[src/rtl/fetch_pkg.sv]
// Shared types for the instruction-fetch stage: bus request/response,
// the fetch->decode payload, the fetch FSM states and the next-PC select.
package fetch_pkg;

    typedef logic [63:0] addr_t;
    typedef logic [31:0] word_t;

    localparam addr_t RESET_PC_DEFAULT = 64'h8000_0000;

    typedef struct packed {
        logic  valid;
        addr_t addr;
    } ibus_req_t;

    typedef struct packed {
        logic  addr_ok;
        logic  data_ok;
        word_t data;
    } ibus_resp_t;

    typedef struct packed {
        addr_t pc;
        word_t instruction;
    } fetch_data_t;

    typedef enum logic [1:0] {REQ, WAIT, HOLD, DROP} fetch_state_t;

    typedef enum logic [1:0] {PC_KEEP, PC_SEQ, PC_REDIRECT, PC_PEND} pc_sel_t;

endpackage

[src/rtl/fetch_pcsel.sv]
// Next-PC selection for fetch: keep, sequential +4, redirect target or
// pending redirect target. Redirect targets are forced word-aligned.
module fetch_pcsel
    import fetch_pkg::*;
(
    input  pc_sel_t sel_i,
    input  addr_t   pc_i,
    input  addr_t   redirect_pc_i,
    input  addr_t   pend_pc_i,
    output addr_t   pc_o
);

    always_comb begin
        pc_o = pc_i;
        case (sel_i)
            PC_KEEP:     pc_o = pc_i;
            PC_SEQ:      pc_o = pc_i + 64'd4;
            PC_REDIRECT: pc_o = redirect_pc_i & ~64'h3;
            PC_PEND:     pc_o = pend_pc_i & ~64'h3;
            default:     pc_o = pc_i;
        endcase
    end

endmodule

[src/rtl/fetch.sv]
// Instruction-fetch stage: owns the PC, keeps one bus request in flight,
// hands instructions to decode over validF/readyD and squashes wrong-path fetches.
module fetch
    import fetch_pkg::*;
#(
    parameter addr_t RESET_PC = RESET_PC_DEFAULT
) (
    input  logic        clk,
    input  logic        reset,
    output ibus_req_t   ireq,
    input  ibus_resp_t  iresp,
    input  logic        redirect_valid,
    input  addr_t       redirect_pc,
    output logic        validF,
    input  logic        readyD,
    output fetch_data_t dataF,
    output logic [63:0] fetch_count
);

    fetch_state_t state_q, state_d;
    addr_t        pc_q, pc_d;
    logic         pend_q, pend_d;
    addr_t        pend_pc_q, pend_pc_d;
    logic         valid_q, valid_d;
    fetch_data_t  data_q, data_d;
    logic [63:0]  count_q, count_d;
    logic         req_valid_q, req_valid_d;
    addr_t        req_addr_q, req_addr_d;
    pc_sel_t      pc_sel;
    logic         accepted;
    logic         fire;

    fetch_pcsel u_pcsel (
        .sel_i         (pc_sel),
        .pc_i          (pc_q),
        .redirect_pc_i (redirect_pc),
        .pend_pc_i     (pend_pc_q),
        .pc_o          (pc_d)
    );

    assign accepted = req_valid_q & iresp.addr_ok;
    assign fire     = valid_q & readyD & ~redirect_valid;

    always_comb begin
        state_d   = state_q;
        pc_sel    = PC_KEEP;
        pend_d    = pend_q;
        pend_pc_d = pend_pc_q;
        valid_d   = valid_q;
        data_d    = data_q;
        count_d   = count_q;
        case (state_q)
            REQ: begin
                if (accepted && iresp.data_ok) begin
                    if (redirect_valid) begin
                        pc_sel = PC_REDIRECT;
                        pend_d = 1'b0;
                    end else if (pend_q) begin
                        pc_sel = PC_PEND;
                        pend_d = 1'b0;
                    end else begin
                        data_d.pc          = pc_q;
                        data_d.instruction = iresp.data;
                        valid_d            = 1'b1;
                        state_d            = HOLD;
                    end
                end else if (accepted) begin
                    if (redirect_valid) begin
                        pc_sel  = PC_REDIRECT;
                        pend_d  = 1'b0;
                        state_d = DROP;
                    end else if (pend_q) begin
                        pc_sel  = PC_PEND;
                        pend_d  = 1'b0;
                        state_d = DROP;
                    end else begin
                        state_d = WAIT;
                    end
                end else if (redirect_valid) begin
                    // A request already on the bus must stay stable, so park the target.
                    if (req_valid_q) begin
                        pend_d    = 1'b1;
                        pend_pc_d = redirect_pc;
                    end else begin
                        pc_sel = PC_REDIRECT;
                    end
                end
            end
            WAIT: begin
                if (iresp.data_ok) begin
                    if (redirect_valid) begin
                        pc_sel  = PC_REDIRECT;
                        state_d = REQ;
                    end else begin
                        data_d.pc          = pc_q;
                        data_d.instruction = iresp.data;
                        valid_d            = 1'b1;
                        state_d            = HOLD;
                    end
                end else if (redirect_valid) begin
                    pc_sel  = PC_REDIRECT;
                    state_d = DROP;
                end
            end
            HOLD: begin
                if (redirect_valid) begin
                    valid_d = 1'b0;
                    pc_sel  = PC_REDIRECT;
                    state_d = REQ;
                end else if (fire) begin
                    valid_d = 1'b0;
                    pc_sel  = PC_SEQ;
                    count_d = count_q + 64'd1;
                    state_d = REQ;
                end
            end
            DROP: begin
                if (redirect_valid) begin
                    pc_sel = PC_REDIRECT;
                end
                if (iresp.data_ok) begin
                    state_d = REQ;
                end
            end
            default: state_d = REQ;
        endcase
        req_valid_d = (state_d == REQ);
        req_addr_d  = (state_d == REQ) ? pc_d : req_addr_q;
    end

    always_ff @(posedge clk or negedge reset) begin
        if (!reset) begin
            state_q     <= REQ;
            pc_q        <= RESET_PC;
            pend_q      <= 1'b0;
            pend_pc_q   <= '0;
            valid_q     <= 1'b0;
            data_q      <= '0;
            count_q     <= '0;
            req_valid_q <= 1'b0;
            req_addr_q  <= '0;
        end else begin
            state_q     <= state_d;
            pc_q        <= pc_d;
            pend_q      <= pend_d;
            pend_pc_q   <= pend_pc_d;
            valid_q     <= valid_d;
            data_q      <= data_d;
            count_q     <= count_d;
            req_valid_q <= req_valid_d;
            req_addr_q  <= req_addr_d;
        end
    end

    assign ireq.valid  = req_valid_q;
    assign ireq.addr   = req_addr_q;
    assign validF      = valid_q;
    assign dataF       = data_q;
    assign fetch_count = count_q;

endmodule
[config.mk]
export PLATFORM = sky130hd
export DESIGN_NAME = fetch
export DESIGN_NICKNAME = d
export VERILOG_FILES = /design/src/rtl/fetch_pkg.sv /design/src/rtl/fetch_pcsel.sv /design/src/rtl/fetch.sv
export SDC_FILE = /design/constraint.sdc
export NUM_CORES = 1
export LEC_CHECK = 0
export CAP_MARGIN = 20
export CORE_MARGIN = 4
export CORE_UTILIZATION = 34
export CTS_CLUSTER_DIAMETER = 40
export DETAILED_ROUTE_END_ITERATION = 10
export DONT_BUFFER_PORTS = 1
export PLACE_DENSITY = 0.5
export SYNTH_ARGS = -nofsm -noshare
export SYNTH_HDL_FRONTEND = slang
export SYNTH_HIERARCHICAL = 1
export SYNTH_SLANG_ARGS = --single-unit
[constraint.sdc]
create_clock -name clk -period 7.4 [get_ports clk]
set_input_delay 0.37 -clock clk [delete_from_list [all_inputs] [get_ports clk]]
set_output_delay 0.37 -clock clk [all_outputs]
set_load 0.02 [all_outputs]
## Yosys cells after proc, flatten, opt, wreduce, memory -nomap -nowiden

Cells that the tools add are included.

| operators by class | value |
|---|---|
| add/subtract/negate cells | 2 |
| equality and inequality tests | 12 |
| multiplexer cells | 42 |
| bitwise operators | 6 |
| reduce and logical (&&, ||, !) cells | 14 |

Operators with widths:

| cell | count |
|---|---|
| $mux W96 | 5 |
| $pmux W64 S4 | 1 |
| $pmux W96 S2 | 1 |
| $add A64 B1 Y64 const B | 1 |
| $add A64 B3 Y64 const B | 1 |
| $mux W2 | 20 |
| $mux W1 | 12 |
| $ne A2 B2 Y1 const B | 5 |
| $reduce_bool A3 Y1 | 3 |
| $eq A2 B2 Y1 const B | 4 |
| $pmux W2 S4 | 1 |
| $reduce_and A7 Y1 | 1 |
| $logic_not A2 Y1 | 3 |
| $pmux W2 S3 | 1 |
| $reduce_and A3 Y1 | 2 |
| $reduce_and A6 Y1 | 1 |
| $reduce_and A5 Y1 | 1 |
| $eq A2 B1 Y1 const B | 2 |
| $and A1 B1 Y1 | 3 |
| $ne A3 B3 Y1 const B | 1 |
| $not A1 Y1 | 3 |
| $pmux W1 S3 | 1 |
| $reduce_bool A2 Y1 | 1 |
| $reduce_or A2 Y1 | 1 |
| $logic_and A1 B1 Y1 | 1 |

| word-level totals | value |
|---|---|
| bits in registers | 357 |
| input bits | 102 |
| output and inout bits | 226 |
| word-level logic and storage cells | 86 |

## Logic depth before layout (Yosys ltp)

| logic depth | value |
|---|---|
| word-level depth | 7 |
| gate-level depth with buffers | 12 |

## Cells and area by module

Netlist, hierarchy kept.

Modules (own cells, without submodules):

| module | times used | cells an instance | area each (µm²) | seq. area each (µm²) |
|---|---|---|---|---|
| fetch | 1 | 874 | 13300.3 | 8934.8 |
| fetch_pcsel | 1 | 433 | 2778.9 | 0.0 |

## Least setup slack after synthesis

No wires, ideal clock.

| timing | value |
|---|---|
| kind | reg-to-reg |
| from | register state_q[1] |
| to | register req_addr_q[59] |
| arrival time | 3.197 ns |
| path slack | 4.078 ns |
| cell stages (with the launch flop) | 13 |
| path buffers | 2 |
| period minus slack after synthesis | 3.322 ns |
| cell sequence | dfrtp_1 inv_1 ha_1 clkbuf_1 nand2_1 o22ai_1 and4_2 nand4_4 or3_1 buf_2 o311a_1 or3_1 mux2_2 |

| on the way | value |
|---|---|
| cells in the longest elaborated chain, start to end | 5 |
| elaborated cells on any way between the ends | 22 |
| classes of those cells | eq/ne (6); mux (12); reduce/logical (4) |

RTL lines:

| what | line | RTL |
|---|---|---|
| start, declared | fetch.sv:20 | `fetch_state_t state_q, state_d;` |
| start signal, assigned | fetch.sv:143 | `state_q <= state_d;` |
| $eq A2 B2 Y1 / $eq A2 B1 Y1 (equally long branches) | fetch.sv:52 | `case (state_q)` |
| $reduce_or A2 Y1 (no source line) | -- |  |
| $pmux W2 S3 (*) | fetch.sv:52 |  |
| via pc_sel[0] | fetch.sv:29 | `pc_sel_t pc_sel;` |
| $eq A2 B2 Y1, or another cell as far along | fetch_pcsel.sv:15 | `case (sel_i)` |
| $pmux W64 S4 (*) | fetch_pcsel.sv:15 |  |
| via pc_d[59] | fetch.sv:21 | `addr_t pc_q, pc_d;` |
| end signal, assigned | fetch.sv:151 | `req_addr_q <= req_addr_d;` |
| end, declared | fetch.sv:28 | `addr_t req_addr_q, req_addr_d;` |

Mark *: on every way through the listed nets, which the timed path passes. The rest lies on a longest branch.
A chain may end at the register's enable or synchronous reset.

## Worst setup path after layout

| timing | value |
|---|---|
| from | register state_q[0] |
| to | register req_addr_q[49] |

Same word-level chain as after synthesis.

==> results by group <==
Clocking
  • H-tree depth: 3
  • CTS tree: done
  • Clock root cell: clkbuf_16
  • Skew-Pair Late Insertion Delay: 0.59 ns
  • Worst-path clk slew: 0.05 ns
  • CTS Buf Count: 70
  • Post-CTS Setup Inserts: 0
  • Resized cells post-CTS: 0
  • Clock Path Buffers: 3
  • Clock sinks: 355
  • Hold Buf Count CTS: 95

Global routing
  • First-pass GRT wire length: 71,600 um
  • Global route overflow: 0
  • Maximum number of pins on one net before global-route repair: 356
  • Vias in the first global route: 11,200
  • GRT Overall Usage: 0.184
  • Initial antenna violation count: 0

Place
  • Number of port buffers: 0
  • Post-DP HPWL: 30,500 um
  • Worst slack, placed: 3.10 ns
  • Placer congestion estimate: 0.790
  • Dpl cells: 1,858

Setup path
  • WP data arrival: 4.74 ns
  • R2R Setup Slk: 3.11 ns
  • CP endpoint kind: flip-flop
  • Required time worst endpoint: 7.85 ns
  • Crit start category: flip-flop
  • Critical setup path kind: reg -> reg
  • CP Max Fanout: 26

Routing
  • Vias: 11,000
  • DRT antenna net count: 0
  • Total Wirelength: 47,400 um
  • DRC: 0
  • Vias per cell: 5.29
  • Initial DRC Count: 724
  • Detailed Routing Iterations Pass 1: 5
  • Per-cell routed wire length: 22.8 um

Power and ir drop
  • Pwr dens: 480 mW/mm^2
  • Maximum vdd drop: 0.304 mV
  • Leak: 8.21 nW
  • Total power draw: 9.60 mW

Die
  • DIE WIDTH: 225 um
  • Starting utilization of the core area: 0.344
  • Die area: 0.0506 mm^2
  • Num rows: 79
  • Die Y-Extent: 225 um
  • CORE AREA: 0.0466 mm^2
  • I/O pin count: 328

Finish
  • # diodes: 0
  • Fin cells: 2,078
  • Commonest cells after routing, fill and taps aside: 354 x dfrtp_1, 233 x mux2_2, 95 x dlygate4sd3_1, 74 x clkbuf_16, 68 x nand2_1
  • Most common cell after layout, fill and taps aside: dfrtp_1
  • Final core occ: 0.429
  • Share of layout cells above drive strength 1: 0.266
  • Nets: 1,527
  • Fill cells: 4,303
  • P&R area growth vs syn: 24.8%

STA
  • Peak Freq: 233 MHz
  • Worst Skew: 0.0310 ns
  • Count of final setup violators: 0
  • Worst Setup Slack, final: 3.11 ns
  • Fin. max-slew vios: 0
  • Tcrit/Tclk final: 0.580
  • Slew HR: 0.0699
  • Final hold vios: 354
  • RSZ-0062 raised after global routing: false
  • Fin crit period: 4.29 ns
  • Worst slew pin tran: 1.40 ns
  • Hold_ws: -0.502 ns
  • TNS Setup: 0 ns

Synthesis
  • Yosys warns: 6
  • Post-synthesis net count: 1,412
  • Synthesized instance count: 1,303
  • Netlist Area Pre-Place: 0.0160 mm^2
  • Mapped Avg Cell Area: 12.3 um^2

Status
  • Run status: finished, violations left
  • Failing checks: negative hold slack

Worst hold path
  • Worst hold path type: in -> async

Run
  • Max Cap Viol: 0
## metal layers
layer / vias to the layer above / wire length, um / track usage
met5: - / 0 / 0
met4: 0 / 1120 / 0.0611
met3: 76 / 5180 / 0.0845
met2: 369 / 21600 / 0.283
met1: 5538 / 19500 / 0.231
li1: 5017 / - / -
## final timing paths
check                                               from                     endpoint  depth (start not counted)
worst max register to register      state_q[0]$_DFF_PN0_   req_addr_q[49]$_DFFE_PN0N_                         11
worst max-delay path                state_q[0]$_DFF_PN0_   req_addr_q[49]$_DFFE_PN0N_                         11
max in group asynchronous                          reset           pend_q$_DFFE_PN0P_                          0
worst min register to register  pend_pc_q[6]$_DFFE_PN0P_     pend_pc_q[6]$_DFFE_PN0P_                          1
min in group clk                         redirect_pc[11]           pc_q[11]$_DFF_PN0_                          2
worst min-delay path                               reset  fetch_count[34]$_DFFE_PN0P_                          0
## registers in the layout (all words and copies together) (netlist names)
| register | count |
|---|---|
| dataF | 96 |
| fetch_count | 64 |
| pc_q | 64 |
| pend_pc_q | 62 |
| pend_q | 1 |
| req_addr_q | 64 |
| req_valid_q | 1 |
| state_q | 2 |
| validF | 1 |
## cell type report
class,count,area (um^2),share of cell area
clock buffer,84,1960,0.0981
clock inverter,41,444,0.0222
inverter,20,75.1,0.00376
multi-input combinational,866,6830,0.342
sequential,355,8880,0.445
tap,607,759,0.0380
timing repair buffer,105,1030,0.0513
## worst max-delay path, cell delays in order (launching register included)
cell     delay, ns
dfrtp_1       0.41
inv_1         0.15
ha_1          0.47
nand2_1       0.17
o22ai_4       0.11
buf_4         0.41
and4_2        0.42
and4_1        0.63
nand2_1       0.42
o31a_1        0.39
o31a_1        0.30
mux2_2        0.26
## per-stage QoR
step                hold slack, ns  instance area, um^2
CTS                         -0.545                20000
detailed placement          0.0843                16600
floorplan                   0.0744                16000
global placement            0.0829                16600
global route                -0.546                20000
finish                      -0.502                20000
## power by group
part           internal (mW)  total, mW  switching (mW)
Clock                   2.08       3.18            1.10
Sequential              2.76       4.11            1.35
Combinational           1.23       2.31            1.08
Total                   6.07       9.60            3.53
Power figures use the tool's default switching activity.
